File: src/rtl/switch_port_arbiter_pkg.sv
// Shared definitions for the switch output-port arbiter.
package switch_pkg;

    localparam int DEF_N_PORTS = 4;
    localparam int DEF_DATA_W  = 32;
    localparam int DEF_TIMEOUT = 16;

    typedef enum logic {
        IDLE = 1'b0,
        BUSY = 1'b1
    } arb_state_e;

    typedef logic [$clog2(DEF_N_PORTS)-1:0] idx_t;

endpackage

File: src/rtl/switch_port_arbiter_rr_picker.sv
// Rotating-priority encoder: first requester after i_ptr (wrapping) wins.
module rr_picker
    import switch_pkg::*;
#(
    parameter int N_PORTS = DEF_N_PORTS,
    parameter int IDX_W   = $clog2(DEF_N_PORTS)
) (
    input  logic [N_PORTS-1:0] i_req,
    input  logic [IDX_W-1:0]   i_ptr,
    output logic [IDX_W-1:0]   o_gnt_idx,
    output logic               o_any
);

    always_comb begin
        int unsigned cand;
        cand      = 0;
        o_any     = 1'b0;
        o_gnt_idx = '0;
        for (int unsigned k = 1; k <= N_PORTS; k++) begin
            cand = (32'(i_ptr) + k) % N_PORTS;
            if (!o_any && i_req[IDX_W'(cand)]) begin
                o_any     = 1'b1;
                o_gnt_idx = IDX_W'(cand);
            end
        end
    end

endmodule

File: src/rtl/switch_port_arbiter.sv
// Packet-aware round-robin arbiter with registered output stage and stall watchdog.
module switch_port_arbiter
    import switch_pkg::*;
#(
    parameter int N_PORTS = DEF_N_PORTS,
    parameter int DATA_W  = DEF_DATA_W,
    parameter int TIMEOUT = DEF_TIMEOUT
) (
    input  logic                       clk,
    input  logic                       rst_n,
    input  logic [N_PORTS-1:0]         req_valid,
    input  logic [DATA_W-1:0]          req_data [N_PORTS-1:0],
    input  logic [N_PORTS-1:0]         req_last,
    output logic [N_PORTS-1:0]         req_ready,
    output logic                       out_valid,
    output logic [DATA_W-1:0]          out_data,
    output logic                       out_last,
    output logic [$clog2(N_PORTS)-1:0] out_src,
    input  logic                       out_ready,
    output logic                       abort,
    output logic [$clog2(N_PORTS)-1:0] abort_src
);

    localparam int IDX_W = $clog2(N_PORTS);
    localparam int CNT_W = $clog2(TIMEOUT + 1);

    arb_state_e        r_state;
    logic [IDX_W-1:0]  r_ptr;
    logic [IDX_W-1:0]  r_gnt;
    logic [CNT_W-1:0]  r_stall_cnt;
    logic              r_out_valid;
    logic [DATA_W-1:0] r_out_data;
    logic              r_out_last;
    logic [IDX_W-1:0]  r_out_src;
    logic              r_abort;
    logic [IDX_W-1:0]  r_abort_src;

    arb_state_e        w_state_nxt;
    logic [IDX_W-1:0]  w_ptr_nxt;
    logic [IDX_W-1:0]  w_gnt_nxt;
    logic [CNT_W-1:0]  w_stall_nxt;
    logic [N_PORTS-1:0] w_ready;
    logic              w_accept;
    logic              w_abort_nxt;
    logic [IDX_W-1:0]  w_pick;
    logic              w_any;

    rr_picker #(
        .N_PORTS (N_PORTS),
        .IDX_W   (IDX_W)
    ) u_picker (
        .i_req     (req_valid),
        .i_ptr     (r_ptr),
        .o_gnt_idx (w_pick),
        .o_any     (w_any)
    );

    always_comb begin
        w_state_nxt = r_state;
        w_ptr_nxt   = r_ptr;
        w_gnt_nxt   = r_gnt;
        w_stall_nxt = r_stall_cnt;
        w_ready     = '0;
        w_accept    = 1'b0;
        w_abort_nxt = 1'b0;
        case (r_state)
            IDLE: begin
                if (w_any) begin
                    w_gnt_nxt   = w_pick;
                    w_stall_nxt = '0;
                    w_state_nxt = BUSY;
                end
            end
            BUSY: begin
                w_ready[r_gnt] = !r_out_valid || out_ready;
                w_accept       = req_valid[r_gnt] && w_ready[r_gnt];
                if (w_accept) begin
                    w_stall_nxt = '0;
                    if (req_last[r_gnt]) begin
                        w_ptr_nxt   = r_gnt;
                        w_state_nxt = IDLE;
                    end
                end else if (!req_valid[r_gnt]) begin
                    // Counter holds stalls already seen; this cycle is the TIMEOUT-th.
                    if (r_stall_cnt == CNT_W'(TIMEOUT - 1)) begin
                        w_abort_nxt = 1'b1;
                        w_stall_nxt = '0;
                        w_ptr_nxt   = r_gnt;
                        w_state_nxt = IDLE;
                    end else begin
                        w_stall_nxt = r_stall_cnt + CNT_W'(1);
                    end
                end else begin
                    w_stall_nxt = '0;
                end
            end
            default: w_state_nxt = IDLE;
        endcase
    end

    always_ff @(posedge clk) begin
        if (!rst_n) begin
            r_state     <= IDLE;
            r_ptr       <= IDX_W'(N_PORTS - 1);
            r_gnt       <= '0;
            r_stall_cnt <= '0;
            r_out_valid <= 1'b0;
            r_out_data  <= '0;
            r_out_last  <= 1'b0;
            r_out_src   <= '0;
            r_abort     <= 1'b0;
            r_abort_src <= '0;
        end else begin
            r_state     <= w_state_nxt;
            r_ptr       <= w_ptr_nxt;
            r_gnt       <= w_gnt_nxt;
            r_stall_cnt <= w_stall_nxt;
            r_abort     <= w_abort_nxt;
            if (w_abort_nxt) begin
                r_abort_src <= r_gnt;
            end
            if (w_accept) begin
                r_out_valid <= 1'b1;
                r_out_data  <= req_data[r_gnt];
                r_out_last  <= req_last[r_gnt];
                r_out_src   <= r_gnt;
            end else if (out_ready) begin
                r_out_valid <= 1'b0;
            end
        end
    end

    assign req_ready = w_ready;
    assign out_valid = r_out_valid;
    assign out_data  = r_out_data;
    assign out_last  = r_out_last;
    assign out_src   = r_out_src;
    assign abort     = r_abort;
    assign abort_src = r_abort_src;

endmodule
File: config.mk
export PLATFORM = sky130hd
export DESIGN_NAME = switch_port_arbiter
export DESIGN_NICKNAME = d
export VERILOG_FILES = /design/src/rtl/switch_port_arbiter_pkg.sv /design/src/rtl/switch_port_arbiter_rr_picker.sv /design/src/rtl/switch_port_arbiter.sv
export SDC_FILE = /design/constraint.sdc
export NUM_CORES = 1
export LEC_CHECK = 0
export CAP_MARGIN = 20
export CORE_AREA = 2 2 97 99
export CTS_CLUSTER_DIAMETER = 120
export CTS_CLUSTER_SIZE = 28
export DETAILED_ROUTE_END_ITERATION = 8
export DIE_AREA = 0 0 99 101
export GPL_ROUTABILITY_DRIVEN = 1
export PLACE_DENSITY = 0.87
export REMOVE_ABC_BUFFERS = 1
export SLEW_MARGIN = 25
export SYNTH_ARGS = -nofsm -noshare
export SYNTH_HDL_FRONTEND = slang
export SYNTH_HIERARCHICAL = 1
export SYNTH_SLANG_ARGS = --single-unit
File: constraint.sdc
create_clock -name clk -period 1.8 [get_ports clk]
set_clock_uncertainty 0.2 [all_clocks]
set_input_delay 0.18 -clock clk [delete_from_list [all_inputs] [get_ports clk]]
set_output_delay 0.18 -clock clk [all_outputs]
set_load 0.005 [all_outputs]
# == Word-level counts from Yosys, hierarchy flattened ==
# Index checks and enable logic that the tools add are counted.
# word_totals
reg_bits,49
output_inout_bits,43
elab_cells,90
# op_classes
add_sub_neg,5
order_cmp,6
n_eq_ne,4
n_mux,49
n_bitwise,2
n_reduce_logical,14
# ops
op,n
$bmux W32 S2,1
$mux W32,1
$mux W1,24
$mux W5,4
$mux W2,8
$lt A2 B3 Y1 const B,5
$bmux W1 S2,7
$pmux W5 S2,1
$ne A2 B1 Y1 const B,3
$add A5 B1 Y5 const B,1
$eq A5 B4 Y1 const B,1
$logic_and A1 B1 Y1,5
$add A2 B1 Y2 const B,2
$add A2 B2 Y2 const B,2
$and A4 B4 Y4,1
$logic_not A1 Y1,4
$mux W4,1
$reduce_and A4 Y1,1
$reduce_bool A2 Y1,2
$demux W1 S2,1
$ge A2 B1 Y1 const B,1
$pmux W1 S2,1
$reduce_and A2 Y1,1
$logic_or A1 B1 Y1,1
$not A1 Y1,1

# == Longest topological paths before layout ==
# Gate-level depths: netlist of the first run.
# logic_depth
ltp_word,15
depth_mapped,7
mapped_depth_nobuf,5

# == Hierarchy ==
# Netlist of the first run, hierarchy kept.
# by_module_without_submodules
module,instances,cells_per_inst,area_each_um2,seq_area_each_um2
switch_port_arbiter,1,270,2773.9,980.9
rr_picker,1,14,91.3,0.0

# == Worst setup path after synthesis of the first run ==
# Ideal clock, no wire load.
# synth_path
path_type,register to register
startpoint,register r_gnt[0]
endpoint,"register r_out_data[10], in the netlist out_data[10]"
arrival_ps,1573
required_ps,1484
slack_ps,-89
stages_incl_launch_ff,8
n_path_buf,3
period_less_slack_ps,1889
cell_sequence,dfxtp_1 -> buf_6 -> mux4_2 -> and3_1 -> buf_2 -> buf_2 -> nand2_1 -> a21boi_1
# synth_via
elab_chain_len,9
word_cells_on_any_way,14
classes_between,2 x order compare; 9 x mux; 1 x bitwise; 2 x reduce/logical
# synth_rtl
item,line,source
start: declaration,switch_port_arbiter.sv:29,logic [IDX_W-1:0] r_gnt;
start signal: assignment,switch_port_arbiter.sv:116,r_gnt <= w_gnt_nxt;
$lt A2 B3 Y1 (not written as such) or $ge A2 B1 Y1 (tied branches),switch_port_arbiter.sv:75,w_ready[r_gnt] = !r_out_valid || out_ready;
$logic_and A1 B1 Y1 (not written as such),switch_port_arbiter.sv:75,
$mux W1 (not written as such),switch_port_arbiter.sv:75,
$demux W1 S2,switch_port_arbiter.sv:75,
$and A4 B4 Y4 (no line),-,
$bmux W1 S2,switch_port_arbiter.sv:76,w_accept = req_valid[r_gnt] && w_ready[r_gnt];
$mux W1 (not written as such),switch_port_arbiter.sv:76,
$logic_and A1 B1 Y1,switch_port_arbiter.sv:76,
$mux W1,switch_port_arbiter.sv:66,case (r_state)
end signal: assignment,switch_port_arbiter.sv:124,r_out_data <= req_data[r_gnt];
end: declaration,switch_port_arbiter.sv:32,logic [DATA_W-1:0] r_out_data;
# Several ways; a longest one is shown, not always the timed one. The select of a mux whose other input is x is not followed.
# A chain may end at the register's enable or synchronous reset.

# == Worst setup path after layout of the first run ==
# layout_path
startpoint,register r_gnt[0]
endpoint,register r_ptr[0]
# layout_via
elab_chain_len,10
word_cells_on_any_way,21
classes_between,2 x order compare; 2 x eq/ne; 12 x mux; 1 x bitwise; 4 x reduce/logical
# layout_rtl
item,line,source
$lt A2 B3 Y1 (not written as such) or $ge A2 B1 Y1 (tied branches),switch_port_arbiter.sv:75,
$logic_and A1 B1 Y1 (not written as such),switch_port_arbiter.sv:75,
$mux W1 (not written as such),switch_port_arbiter.sv:75,
$demux W1 S2,switch_port_arbiter.sv:75,
$and A4 B4 Y4 (no line),-,
$bmux W1 S2,switch_port_arbiter.sv:76,
$mux W1 (not written as such),switch_port_arbiter.sv:76,
$logic_and A1 B1 Y1,switch_port_arbiter.sv:76,
$ne A2 B1 Y1 (no line) or $reduce_bool A2 Y1 (tied branches),-,
$reduce_and A4 Y1 (no line),-,
end signal: assignment,switch_port_arbiter.sv:104,r_ptr <= IDX_W'(N_PORTS - 1);
end signal: assignment,switch_port_arbiter.sv:115,r_ptr <= w_ptr_nxt;
end: declaration,switch_port_arbiter.sv:28,logic [IDX_W-1:0] r_ptr;
# Several ways; a longest one is shown, not always the timed one. The select of a mux whose other input is x is not followed.

==> summary.md, run 1 <==
| Metric | Value |
|---|---|
| Power density over the cells | `575 nW/um^2` |
| Power share of the sequential group | `40.0%` |
| Sw frac | `26.7%` |
| Netlist cell types | `35` |
| Adder-cell share of the synthesized area | `0.437%` |
| CTS tree | `built` |
| Post-Place Cells | `575` |
| FILL cells | `743` |
| HP Start | `r_stall_cnt[4]` |
| Final critical-path share of the clock period | `103%` |
| CTS clock-pin slew for the worst setup and hold paths | `0.10 ns` |
| Leakage power | `1.94 nW` |
| Largest family of logic cells by synthesized area | `multiplexers` |
| Area delta synth->final | `84.1%` |
| Total iterations of the first detailed-routing run | `4` |
| H-tree lvl count | `2` |
| Simple-gate share of the synthesized area | `18.8%` |
| Drt wl/cell | `16.6 um` |
| Vias in the first global route | `3023` |
| Max stage delay on crit path | `0.60 ns` |
| FF-to-FF setup slack | `-0.06 ns` |
| Post-synthesis mux area share | `29.2%` |
| Mapped Cells | `284` |
| Reg area | `986 sq um` |
| Chip Width | `99 um` |
| Flops & latches, synth | `49` |
| WP data required | `1.80 ns` |
| Min setup slack post-route | `-0.0593 ns` |
| Setup-failing EPs final | `29` |
| Post-Layout Cell Count | `592` |
| Clk network pwr share | `22.3%` |
| RSZ-0062 raised after global routing | `yes` |
| WP buf/inv | `0` |
| Num ports | `182` |
| Via count | `2972` |
| Tightest Pin Transition | `0.304 ns` |
| Compound-Gate Fraction of Synth Area | `13.3%` |
| Starting Density | `31.9%` |
| Fmax | `0.538 GHz` |
| Worst hold path type | `reg -> reg` |
| Site Rows | `35` |
| DRT antenna net count | `0` |
| Hold slack | `0.237 ns` |
| Largest delay share family, worst path | `multiplexers` |
| WS Path Type | `reg -> reg` |
| Net Switching | `810 uW` |
| DRC viols | `0` |
| Logic pwr share | `37.6%` |
| Die Ht | `101 um` |
| Multi-input logic area | `1860 sq um` |
| Worst Path Max Fanout | `5` |
| Clk sinks | `49` |
| Final antenna diode count | `0` |
| Slowest CP cell | `mux4_2` |
| Worst EP arrival | `1.86 ns` |
| Worst path cell trace | `mux4_2 -> nor3_4 -> o21ba_4 -> mux2i_1` |
| Post-Synth XOR/XNOR Area | `0%` |
| R2r worst-path depth | `4` |
| TritonCTS Buffers | `5` |
| Average size of a mapped cell | `10.1 sq um` |
| Reg2reg end | `r_ptr[0]` |
| Synthesis Warnings | `6` |
| Hold endpoint | `r_stall_cnt[4]` |
| Slew margin rel. | `79.7%` |
| P_int | `2.22 mW` |
| Tot GR Track Use | `18.4%` |
| 1st-iter DRT viols | `41` |
| Post-Syn Area | `2870 sq um` |
| CTS Root Cell | `clkbuf_8` |
| GP Congestion | `0.807` |
| Nets@finish | `620` |
| Core area | `8980 sq um` |
| RR Startpoint | `r_gnt[0]` |
| Register area share after synthesis | `34.2%` |
| Core Util, Final | `58.7%` |
| Share of cells above drive strength 1 | `20.4%` |
| DR vias/cell | `5.02` |
| First-pass GRT wire length | `14700 um` |
| Clock buffer depth | `2` |
| Final Hold Fails | `0` |
| Status | `finished, violations left` |
| DRT Wirelength | `9830 um` |
| Detailed Place HPWL | `7360 um` |
| Largest net degree at the start of global routing | `52` |
| Maximum capacitance violations | `0` |
| Antenna violations before repair | `0` |
| Failing checks | `setup timing` |
| Peak VDD IR | `0.000337 V` |
| Min Tclk post-route | `1.86 ns` |
| GR Overflow Total | `0` |
| Fin. max-slew vios | `0` |
| CP Capture Type | `flop` |
| Worst skew pair latency | `0.30 ns` |
| WHS Path Cells | `2` |
| CP Launch Type | `flop` |
| IO buf count | `181` |
| Die area | `10000 sq um` |
==> cells in the mapped netlist, drive strengths merged <==
cell | count | share of area (%)
o21ba | 1 | 0.57
mux4 | 34 | 27
o21ai | 1 | 0.17
a2bb2oi | 1 | 0.31
a31oi | 1 | 0.22
ha | 1 | 0.44
nand3b | 1 | 0.26
buf | 11 | 2.1
clkbuf | 12 | 1.6
a21boi | 37 | 9.7
nor2b | 11 | 2.4
and2 | 3 | 0.66
nor4b | 1 | 0.31
nand2b | 4 | 0.87
o221a | 1 | 0.39
mux2i | 7 | 2.4
and2b | 1 | 0.26
dfxtp | 49 | 34
nor2 | 8 | 1.0
nand4 | 1 | 0.22
inv | 3 | 0.39
nand4b | 1 | 0.31
nor3 | 4 | 1.1
nand2 | 78 | 10
a22oi | 1 | 0.26
and3 | 2 | 0.44
a32oi | 1 | 0.31
nand3 | 3 | 0.70
a21oi | 4 | 0.83
o221ai | 1 | 0.52
==> area by class of cell <==
class,instances,area share (%)
flip-flops and latches,49,18.7
multi-input cells,209,35.2
clock buffers,6,1.57
clock inverters,2,0.261
inverters,3,0.214
repair buffers,212,41.4
well taps,111,2.63
==> power by group through the flow <==
stage          logic [mW]  clock network [mW]  registers [mW]
4_1_cts              1.07               0.706            1.21
3_3_place_gp         1.01                   0            1.23
5_1_grt              1.22               0.767            1.23
2_1_floorplan       0.366                   0            1.28
6_report             1.14               0.677            1.21
3_5_place_dp         1.04                   0            1.24
==> logic make-up after synthesis <==
kind of cell               after synthesis
and+or+nand+nor                        118
AOI/OAI and AO/OA                       49
muxes                                   41
DFF                                     49
buffers and inverters                   26
adders and majority gates                1
==> routing by layer <==
layer | wire [um] | up-vias | global-route usage [%] | share of wire [%]
met4 | 82 | 0 | 4.11 | 0.83
met2 | 5290 | 124 | 34.6 | 54
met3 | 653 | 8 | 4.09 | 6.6
met1 | 3800 | 1434 | 21.3 | 39
li1 | - | 1406 | - | -
met5 | 0 | - | 0 | 0
==> repair_timing <==
| action | CTS | global route |
|---|---|---|
| hold buffers | 0 | 0 |
| setup buffers | 1 | 5 |
| resized for setup | 13 | 29 |
| cloned | 1 | 2 |
| pin swaps | 0 | 17 |
| endpoints found under the setup margin | 44 | 45 |
==> placed cells by master, fill, tap and decap left out, types with 2 or more instances in the layout <==
| cell type | count |
|---|---|
| a21boi_1 | 33 |
| nor2b_1 | 11 |
| mux2i_1 | 7 |
| buf_12 | 7 |
| nor2_1 | 8 |
| nand2b_1 | 3 |
| dlygate4sd2_1 | 3 |
| nand3_1 | 2 |
| nand2_4 | 5 |
| a21boi_2 | 2 |
| clkdlybuf4s50_1 | 177 |
| a21boi_0 | 2 |
| clkbuf_16 | 2 |
| nand2_2 | 5 |
| nor3_1 | 2 |
| buf_4 | 21 |
| nor3_4 | 2 |
| mux4_2 | 34 |
| and2_1 | 2 |
| clkbuf_8 | 6 |
| dfxtp_1 | 47 |
| a21oi_1 | 3 |
| inv_1 | 3 |
| nand2_1 | 68 |
==> flip-flops by register name (all words and copies together) (netlist names) <==
signal / count
r_ptr: 2
out_valid: 1
r_stall_cnt: 5
out_data: 32
r_gnt: 2
r_state: 1
abort_src: 2
out_src: 2
abort: 1
out_last: 1
==> worst max-delay path by stage <==
stage	startpoint	to	slack (ns)	depth (start not counted)
2_1_floorplan	r_gnt[0]	out_src[0]	-1.64	4
3_3_place_gp	req_valid[0]	out_data[28]	-0.29	6
3_5_place_dp	req_valid[0]	out_src[1]	-0.33	6
4_1_cts	r_gnt[0]	r_ptr[1]	-0.04	4
5_1_grt	r_gnt[0]	r_ptr[0]	-0.12	4
6_report	r_gnt[0]	r_ptr[0]	-0.06	4
==> worst register-to-register path, cell delays in order, from the launching register on <==
cell     delay, ns
dfxtp_4       0.37
mux4_2        0.60
nor3_4        0.28
o21ba_4       0.20
mux2i_1       0.11
==> through the flow <==
| stage | setup TNS (ns) | cell area, sq um | setup slack [ns] | power (mW) |
|---|---|---|---|---|
| final | -0.427 | 5270 | -0.0593 | 3.03 |
| after global routing | -3.24 | 5270 | -0.122 | 3.22 |
| after CTS | -0.120 | 5090 | -0.0400 | 2.99 |
| after detailed placement | -14.37 | 4930 | -0.331 | 2.27 |
| after global placement | -12.11 | 4930 | -0.292 | 2.24 |
| after floorplan | -73.76 | 2760 | -1.64 | 1.64 |
(Power assumes the default switching activity.)
==> run 2: changes to the inputs <==
--- a/config.mk
+++ b/config.mk
@@ -7,7 +7,6 @@
 export LEC_CHECK = 0
 export CAP_MARGIN = 20
 export CORE_AREA = 2 2 97 99
-export CTS_CLUSTER_DIAMETER = 120
 export CTS_CLUSTER_SIZE = 28
 export DETAILED_ROUTE_END_ITERATION = 8
 export DIE_AREA = 0 0 99 101
==> results of run 2 <==
Final layout, timing and power as in run 1 (identical DEF).
